--- src/rtl/motor_control_if.sv ---
// Motor control bus: controller-side direction and frame count in, PWM pin out.
interface motor_control_if #(
  parameter int COUNT_W = 21
);
  logic               direction;
  logic [COUNT_W-1:0] count;
  logic               pwm;

  // Controller/timebase side drives the inputs and observes the pin.
  modport master (output direction, output count, input pwm);
  // PWM generator side.
  modport slave  (input direction, input count, output pwm);
endinterface

--- src/rtl/motor_control.sv ---
// Servo-style PWM generator: one high pulse per frame whose width depends on
// the selected direction. The frame position comes from the shared timebase.
// Optional feature macro MOTOR_CONTROL_DIR_LATCH_EN: the direction is latched
// at each frame start so a pulse is never truncated or stretched mid-frame.
module motor_control #(
  parameter int COUNT_W    = 21,
  parameter int PULSE_DIR0 = 100000,
  parameter int PULSE_DIR1 = 200000,
  parameter int FRAME      = 2000000
) (
  input logic             clk,
  input logic             reset,
  motor_control_if.slave  bus
);

  localparam logic [COUNT_W-1:0] W0      = COUNT_W'(PULSE_DIR0);
  localparam logic [COUNT_W-1:0] W1      = COUNT_W'(PULSE_DIR1);
  localparam logic [COUNT_W-1:0] FRAME_C = COUNT_W'(FRAME);

  typedef enum logic [1:0] {
    MOTOR_OFF  = 2'd0,
    MOTOR_HIGH = 2'd1,
    MOTOR_LOW  = 2'd2
  } state_t;

  state_t             state_q, state_d;
  logic               sel_dir;
  logic [COUNT_W-1:0] width;
  logic               frame_start;
  logic               out_of_range;

  assign frame_start  = (bus.count == '0);
  assign out_of_range = (bus.count >= FRAME_C);

`ifdef MOTOR_CONTROL_DIR_LATCH_EN
  logic dir_q;

  // Capture direction only at frame start so the width is fixed for the frame.
  always_ff @(posedge clk or posedge reset) begin
    if (reset)            dir_q <= 1'b0;
    else if (frame_start) dir_q <= bus.direction;
  end

  assign sel_dir = dir_q;
`else
  assign sel_dir = bus.direction;
`endif

  assign width = sel_dir ? W1 : W0;

  // State register; reset forces OFF without waiting for a clock.
  always_ff @(posedge clk or posedge reset) begin
    if (reset) state_q <= MOTOR_OFF;
    else       state_q <= state_d;
  end

  // Next-state logic: one pulse per frame, LOW is left only on frame restart.
  always_comb begin
    state_d = state_q;
    case (state_q)
      MOTOR_OFF: begin
        if (bus.count < width && !out_of_range) state_d = MOTOR_HIGH;
        else                                    state_d = MOTOR_LOW;
      end
      MOTOR_HIGH: begin
        if (bus.count >= width || out_of_range) state_d = MOTOR_LOW;
      end
      MOTOR_LOW: begin
        if (frame_start) state_d = MOTOR_HIGH;
      end
      default: state_d = MOTOR_OFF;
    endcase
  end

  // Pin decoded straight from the state register, so it cannot glitch.
  assign bus.pwm = (state_q == MOTOR_HIGH);

endmodule

--- src/flat_wrapper.sv ---
// flat-port wrapper written by rule: the top's interface ports become plain ports
module motor_control_flat 
#(
  parameter int COUNT_W    = 21,
  parameter int PULSE_DIR0 = 100000,
  parameter int PULSE_DIR1 = 200000,
  parameter int FRAME      = 2000000
)
  (clk, reset, bus_direction, bus_count, bus_pwm);
  motor_control_if #(.COUNT_W(COUNT_W)) bus_i ();
  input logic clk;
  input logic reset;
  input wire logic [$bits(bus_i.direction)-1:0] bus_direction;
  input wire logic [$bits(bus_i.count)-1:0] bus_count;
  output wire logic [$bits(bus_i.pwm)-1:0] bus_pwm;
  assign bus_i.direction = bus_direction;
  assign bus_i.count = bus_count;
  assign bus_pwm = bus_i.pwm;
  motor_control #(.COUNT_W(COUNT_W), .PULSE_DIR0(PULSE_DIR0), .PULSE_DIR1(PULSE_DIR1), .FRAME(FRAME)) u_core (.clk(clk), .reset(reset), .bus(bus_i));
endmodule
--- config.mk ---
export PLATFORM = sky130hd
export DESIGN_NAME = motor_control_flat
export DESIGN_NICKNAME = d
export VERILOG_FILES = /design/src/rtl/motor_control_if.sv /design/src/rtl/motor_control.sv /design/src/flat_wrapper.sv
export SDC_FILE = /design/constraint.sdc
export NUM_CORES = 1
export LEC_CHECK = 0
export CAP_MARGIN = 20
export CORE_AREA = 2 2 39 41
export DETAILED_ROUTE_END_ITERATION = 10
export DIE_AREA = 0 0 41 43
export PLACE_DENSITY_LB_ADDON = 0.15
export SETUP_SLACK_MARGIN = 0.15
export SLEW_MARGIN = 10
export SYNTH_ARGS = -nofsm -noshare
export SYNTH_HDL_FRONTEND = slang
export SYNTH_SLANG_ARGS = --single-unit
--- constraint.sdc ---
create_clock -name clk -period 1.1 [get_ports clk]
set_input_delay 0.22 -clock clk [delete_from_list [all_inputs] [get_ports clk]]
set_output_delay 0.22 -clock clk [all_outputs]
set_load 0.005 [all_outputs]
== Word level (Yosys, flattened, before mapping) ==
Index checks and enable logic that the tools add are counted.
Word-level totals
  register bits after elaboration: 2
  input bits: 24
  output and inout port bits: 1
  word-level logic and storage cells: 19
Cells by class
  magnitude comparators: 3
  equal/unequal tests: 4
  muxes and demuxes: 5
  reductions and logical operators: 6
Operator list (count)
  greater-or-equal comparator 21 bit: 1
  greater-or-equal comparator 21 bit, second input constant: 1
  zero test 21 bit: 1
  < comparator 21 bit: 1
  2-to-1 mux 18 bit: 1
  2-to-1 mux 2 bit: 3
  case mux 2 bit (3 select lines): 1
  inequality test 2 x 1 -> 1 bit, second input constant: 2
  == test 2 x 1 -> 1 bit, second input constant: 1
  == test 2 bit, second input constant: 1
  zero test 2 bit: 1
  AND reduction 2 bit: 1
  logical AND 1 bit: 1
  zero test 1 bit: 1
  logical OR 1 bit: 1

== Longest topological paths before layout ==
  word-level depth: 5
  mapped depth: 7
  mapped depth without buffers: 7

== Worst setup path before layout ==
OpenSTA, ideal clock, no wires.
  kind: input to register
  start point: input bus_direction
  end point: register u_core.state_q[0]
  setup time: 0.120 ns
  data arrival time: 1.246 ns
  required time: 0.980 ns
  slack: -0.266 ns
  stages: 6
  buffers on the path: 0
  cell sequence: inv_1 > ha_1 > nand4b_1 > nor4_1 > nand3_1 > and4_1
On the way
  longest elaborated chain between the ends: 5
  elaborated cells on any way between the ends: 9
  classes of those cells: 2 x order compare; 1 x eq/ne; 3 x mux; 3 x reduce/logical
Ends and longest elaborated chain
  start, declared: RTL line flat_wrapper.sv:13  | input wire logic [$bits(bus_i.direction)-1:0] bus_direction;
  2-to-1 mux 18 bit *: RTL line motor_control.sv:49  | assign width = sel_dir ? W1 : W0;
  < comparator 21 bit or greater-or-equal comparator 21 bit (tied branches): RTL line motor_control.sv:62, motor_control.sv:66
  logical AND 1 bit or logical OR 1 bit (tied branches): RTL line motor_control.sv:62, motor_control.sv:66
  2-to-1 mux 2 bit or inequality test 2 x 1 -> 1 bit (tied branches)
  case mux 2 bit (3 select lines) or AND reduction 2 bit (tied branches)
  end signal, assigned: RTL line motor_control.sv:54  | else state_q <= state_d;
  end, declared: RTL line motor_control.sv:26  | state_t state_q, state_d;
Every way passes the cells marked *; elsewhere a longest branch is shown, timed or not.
A chain may end at the register's enable or synchronous reset.

== Worst setup path in the final report ==
  start point: input bus_count[5]
  end point: register u_core.state_q[0]
On the way
  longest elaborated chain between the ends: 5
  elaborated cells on any way between the ends: 12
  classes of those cells: 3 x order compare; 2 x eq/ne; 2 x mux; 5 x reduce/logical
Ends and longest elaborated chain
  start, declared: RTL line flat_wrapper.sv:14  | input wire logic [$bits(bus_i.count)-1:0] bus_count;
  greater-or-equal comparator 21 bit: RTL line motor_control.sv:33  | assign out_of_range = (bus.count >= FRAME_C);
  zero test 1 bit: RTL line motor_control.sv:62  | if (bus.count < width && !out_of_range) state_d = MOTOR_HIGH;
  logical AND 1 bit: RTL line motor_control.sv:62
  2-to-1 mux 2 bit: RTL line motor_control.sv:62
  case mux 2 bit (3 select lines): RTL line motor_control.sv:60  | case (state_q)
Several ways; a longest one is shown, not always the timed one.

==> results by stage <==
Placed design:
- The count of buffers added on input and output ports is 24.
- The estimated wirelength of the detail-placed design is ~850 um.
- At the end of routability-driven placement, the weighted congestion stood at 0.782.
- The number of placed cells counting well taps is between 90 and 100.

Power:
- The internal portion of the total power is 0.451 mW.
- The fraction of power consumed by sequential logic is 18.6%.
- Of the total power, combinational logic draws a little under three fifths.
- The analysis attributes to net switching a power of roughly 0.22 mW.
- IR analysis of the VDD net gives a maximum drop of ~0.00036 V.
- Net switching is between 30 and 40% of the power.
- The clock group share of total power is around 24%.
- The leakage power summed over all cells is between 0.3 and 0.4 nW.
- The power per cell area is approximately 840 mW/mm2.

Timing:
- The ratio of final minimum period to clock period is 116%.
- The final sum of negative setup slack is -357 ps.
- The tightest slew margin relative to the limit is ~85%.
- The number of failing hold endpoints at the final stage is 0.
- The worst path setup slack after routing is -179 ps.
- The transition time of the tightest slew-check pin is between 200 and 250 ps.
- The max-slew violation total from the final report was 0.
- The setup clock skew after layout is 5.29 ps.
- The post-route minimum period is 1280 ps.
- The final count of negative-setup-slack endpoints is 2.
- Setup repair after global routing could not meet its margin everywhere.
- The upper clock frequency limit is between 0.7 and 0.8 GHz.

Setup path:
- For the worst setup path, the data arrival time is around 1400 ps.
- Across all register-to-register paths, the minimum setup slack is -120 ps.
- The worst-path maximum fanout is 2.
- The endpoint identified for the worst register-to-register timing path is u_core.state_q[0].
- At the worst endpoint, the required time is between 1000 and 1500 ps.
- The launching element type of the critical path is an input port.
- The number of cells traversed by the worst register-to-register path is 5.
- The setup path with the least slack is of type input port to flip-flop.
- The startpoint identified for the worst register-to-register timing path is u_core.state_q[0].
- STA classifies the critical path endpoint as a flip-flop.

Die:
- The initial standard-cell utilization of the core is 25.0%.
- The die covers between 0.0015 and 0.002 mm2.
- The number of placed I/O pins is 25.
- The area of the core is about 0.0014 mm2.
- The floorplan has 14 rows.
- In this run the horizontal extent of the chip is 41 um.
- The die extent in y is between 40 and 50 um.

Run:
- The tool flagged a number of max-cap violations equal to 0.

Route:
- The first-pass iteration count of the detailed router is 2.
- The final antenna-violating net count is 0.
- For this block, the initial DRC count from the detailed router was 3.
- Summed over all layers, the routed wires come to 1150 um.
- After detailed routing, the average wire length per cell comes to about 12 um.
- The residual DRC count is 0.
- The routed via count is 483.
- Using the TritonRoute via totals, the vias-per-cell ratio works out to 4.98.

Clock network:
- The clock root buffer master is sky130_fd_sc_hd__clkbuf_4.
- The clock network latency to the later pin of the worst-skew pair is about 230 ps.
- The clock transition at the registers of the reported paths is ~30 ps.
- Buffers inserted during clock tree synthesis total 3.
- Counting along the longest clock path gives a buffer depth of 2.
- In this run the number of H-tree levels came out at 1.
- The clock tree from TritonCTS is done.
- The clock sink total is 2.
- After clock tree synthesis, the flow added hold-fix buffers numbering 0.

Finish:
- The largest registers in the layout are u_core.state_q (2).
- The register with the most flip-flops in the layout has 2 of them.
- Of the cells placed in the final design, the portion with a size suffix greater than 1 is 45.7%.
- Relative to the synthesized area, the layout overhead comes to 132%.
- For this run, the number of standard cells in the final layout without fillers is a little under 100.
- The final net count is about 120.
- The utilization after layout is 58.0%.
- Ranked by flip-flop count, first place goes to u_core.state_q.
- The number of antenna diodes in the final layout is 0.

Global route:
- The initial antenna violation count is 0.
- The number of global-route vias before repair is roughly 510.
- The remaining global-route overflow is 0.
- Entering global routing, the biggest net connects 6 pins.
- The overall global routing resource usage is 15.0%.
- The first global-routing pass estimated roughly 1900 um of wire.

Hold path:
- In this run the worst hold path is classified as input port to async pin.

Synth:
- Synthesis produced a netlist with a net count of 76.
- The number of synthesized register bits is 2.
- The count of mapped cells out of synthesis is 44.
- The mapped netlist covers approximately 350 um2.
- The synthesized netlist contains 19 unique library cells.
- The Yosys step of the flow raised 0 warnings.
- The average cell area after synthesis is between 7 and 8 um2.
- The portion of the post-synthesis area used by sequential elements is 14.4%.

Run status:
- The run finished, with violations left.
- The final reports fail on negative setup slack.
## worst max-delay path: stages
cell	delay, ps
sky130_fd_sc_hd__dlygate4sd2_1	210
sky130_fd_sc_hd__inv_1	50
sky130_fd_sc_hd__ha_1	270
sky130_fd_sc_hd__nand3_2	70
sky130_fd_sc_hd__nor4_4	250
sky130_fd_sc_hd__nand3_1	110
sky130_fd_sc_hd__and4_1	210
## repair_timing
item / CTS / global route
pin swaps: 19 / 4
buffers inserted: 1 / 0
setup endpoints to repair: 3 / 3
gates resized for setup: 60 / 11
hold endpoints to repair: 0 / 0
## cells in the final DEF (no fill, tap or decap), types with 3 or more instances in the layout
cell	instances
sky130_fd_sc_hd__buf_6	4
sky130_fd_sc_hd__ha_4	5
sky130_fd_sc_hd__clkbuf_2	3
sky130_fd_sc_hd__a31oi_1	3
sky130_fd_sc_hd__dlygate4sd2_1	3
sky130_fd_sc_hd__nand3_1	3
sky130_fd_sc_hd__clkdlybuf4s15_1	8
sky130_fd_sc_hd__buf_4	9
sky130_fd_sc_hd__clkbuf_4	3
sky130_fd_sc_hd__clkdlybuf4s50_1	3
sky130_fd_sc_hd__ha_1	3
## final cells by class
| cell class | instances | area, um2 |
|---|---|---|
| Clock buffer | 3 | 22.5 |
| Sequential cell | 2 | 50.0 |
| Fill cell | 117 | 581 |
| Multi-Input combinational cell | 39 | 398 |
| Timing Repair Buffer | 34 | 299 |
| Inverter | 3 | 13.8 |
| Tap cell | 16 | 20.0 |
## power by group through the flow
stage / combinational [mW] / sequential [mW] / clock, mW
2_1_floorplan: 0.120 / 0.137 / 0
3_3_place_gp: 0.305 / 0.135 / 0
3_5_place_dp: 0.305 / 0.135 / 0
4_1_cts: 0.358 / 0.124 / 0.168
5_1_grt: 0.434 / 0.131 / 0.178
6_report: 0.385 / 0.126 / 0.164
## stage by stage
step / area, um2 / total power [mW] / worst slack, ps / hold WS (ps)
after floorplan: 347 / 0.257 / -248 / -38.8
after CTS: 779 / 0.650 / -220 / 152
after global placement: 674 / 0.440 / -796 / 379
after detailed placement: 674 / 0.440 / -838 / 383
after global routing: 803 / 0.743 / -285 / 155
final: 803 / 0.675 / -179 / 147
## cell usage after synthesis, drive strengths merged
cell	n	area share, %
a21oi	2	2.9
a31oi	3	5.4
and4	1	2.5
dfrtp	2	14
ha	8	29
inv	3	3.2
nand2	3	3.2
nand3	5	7.2
nand4b	1	2.5
nor2	3	3.2
nor2b	2	3.6
nor3	2	4.3
nor4	3	5.4
o21ai	2	2.9
o21bai	1	2.2
o221ai	1	2.5
or4	2	5.4
## worst max-delay path by stage
stage / from / end / slack [ps] / depth (start not counted)
after global routing: bus_direction / u_core.state_q[0] / -290 / 7
final: bus_count[5] / u_core.state_q[0] / -180 / 7
after CTS: bus_count[14] / u_core.state_q[1] / -220 / 6
after detailed placement: bus_direction / u_core.state_q[0] / -840 / 7
after floorplan: bus_count[18] / u_core.state_q[1] / -250 / 5
after global placement: bus_direction / u_core.state_q[0] / -800 / 7
## metal layers
layer  track usage (%)  vias to the layer above  wire (um)
met5                 0                        -          0
met4              6.00                        0         17
met3                 0                        2         37
met2              26.9                       12        595
met1              17.4                      219        499
li1                  -                      250          -
## cells by family after synthesis
group	Yosys count	share of synthesized area [%]
compound gates	9	15.9
fa+ha+maj	8	28.9
buf+inv	3	3.25
flops	2	14.4
simple gates	22	37.5
(Power assumes the default switching activity.)
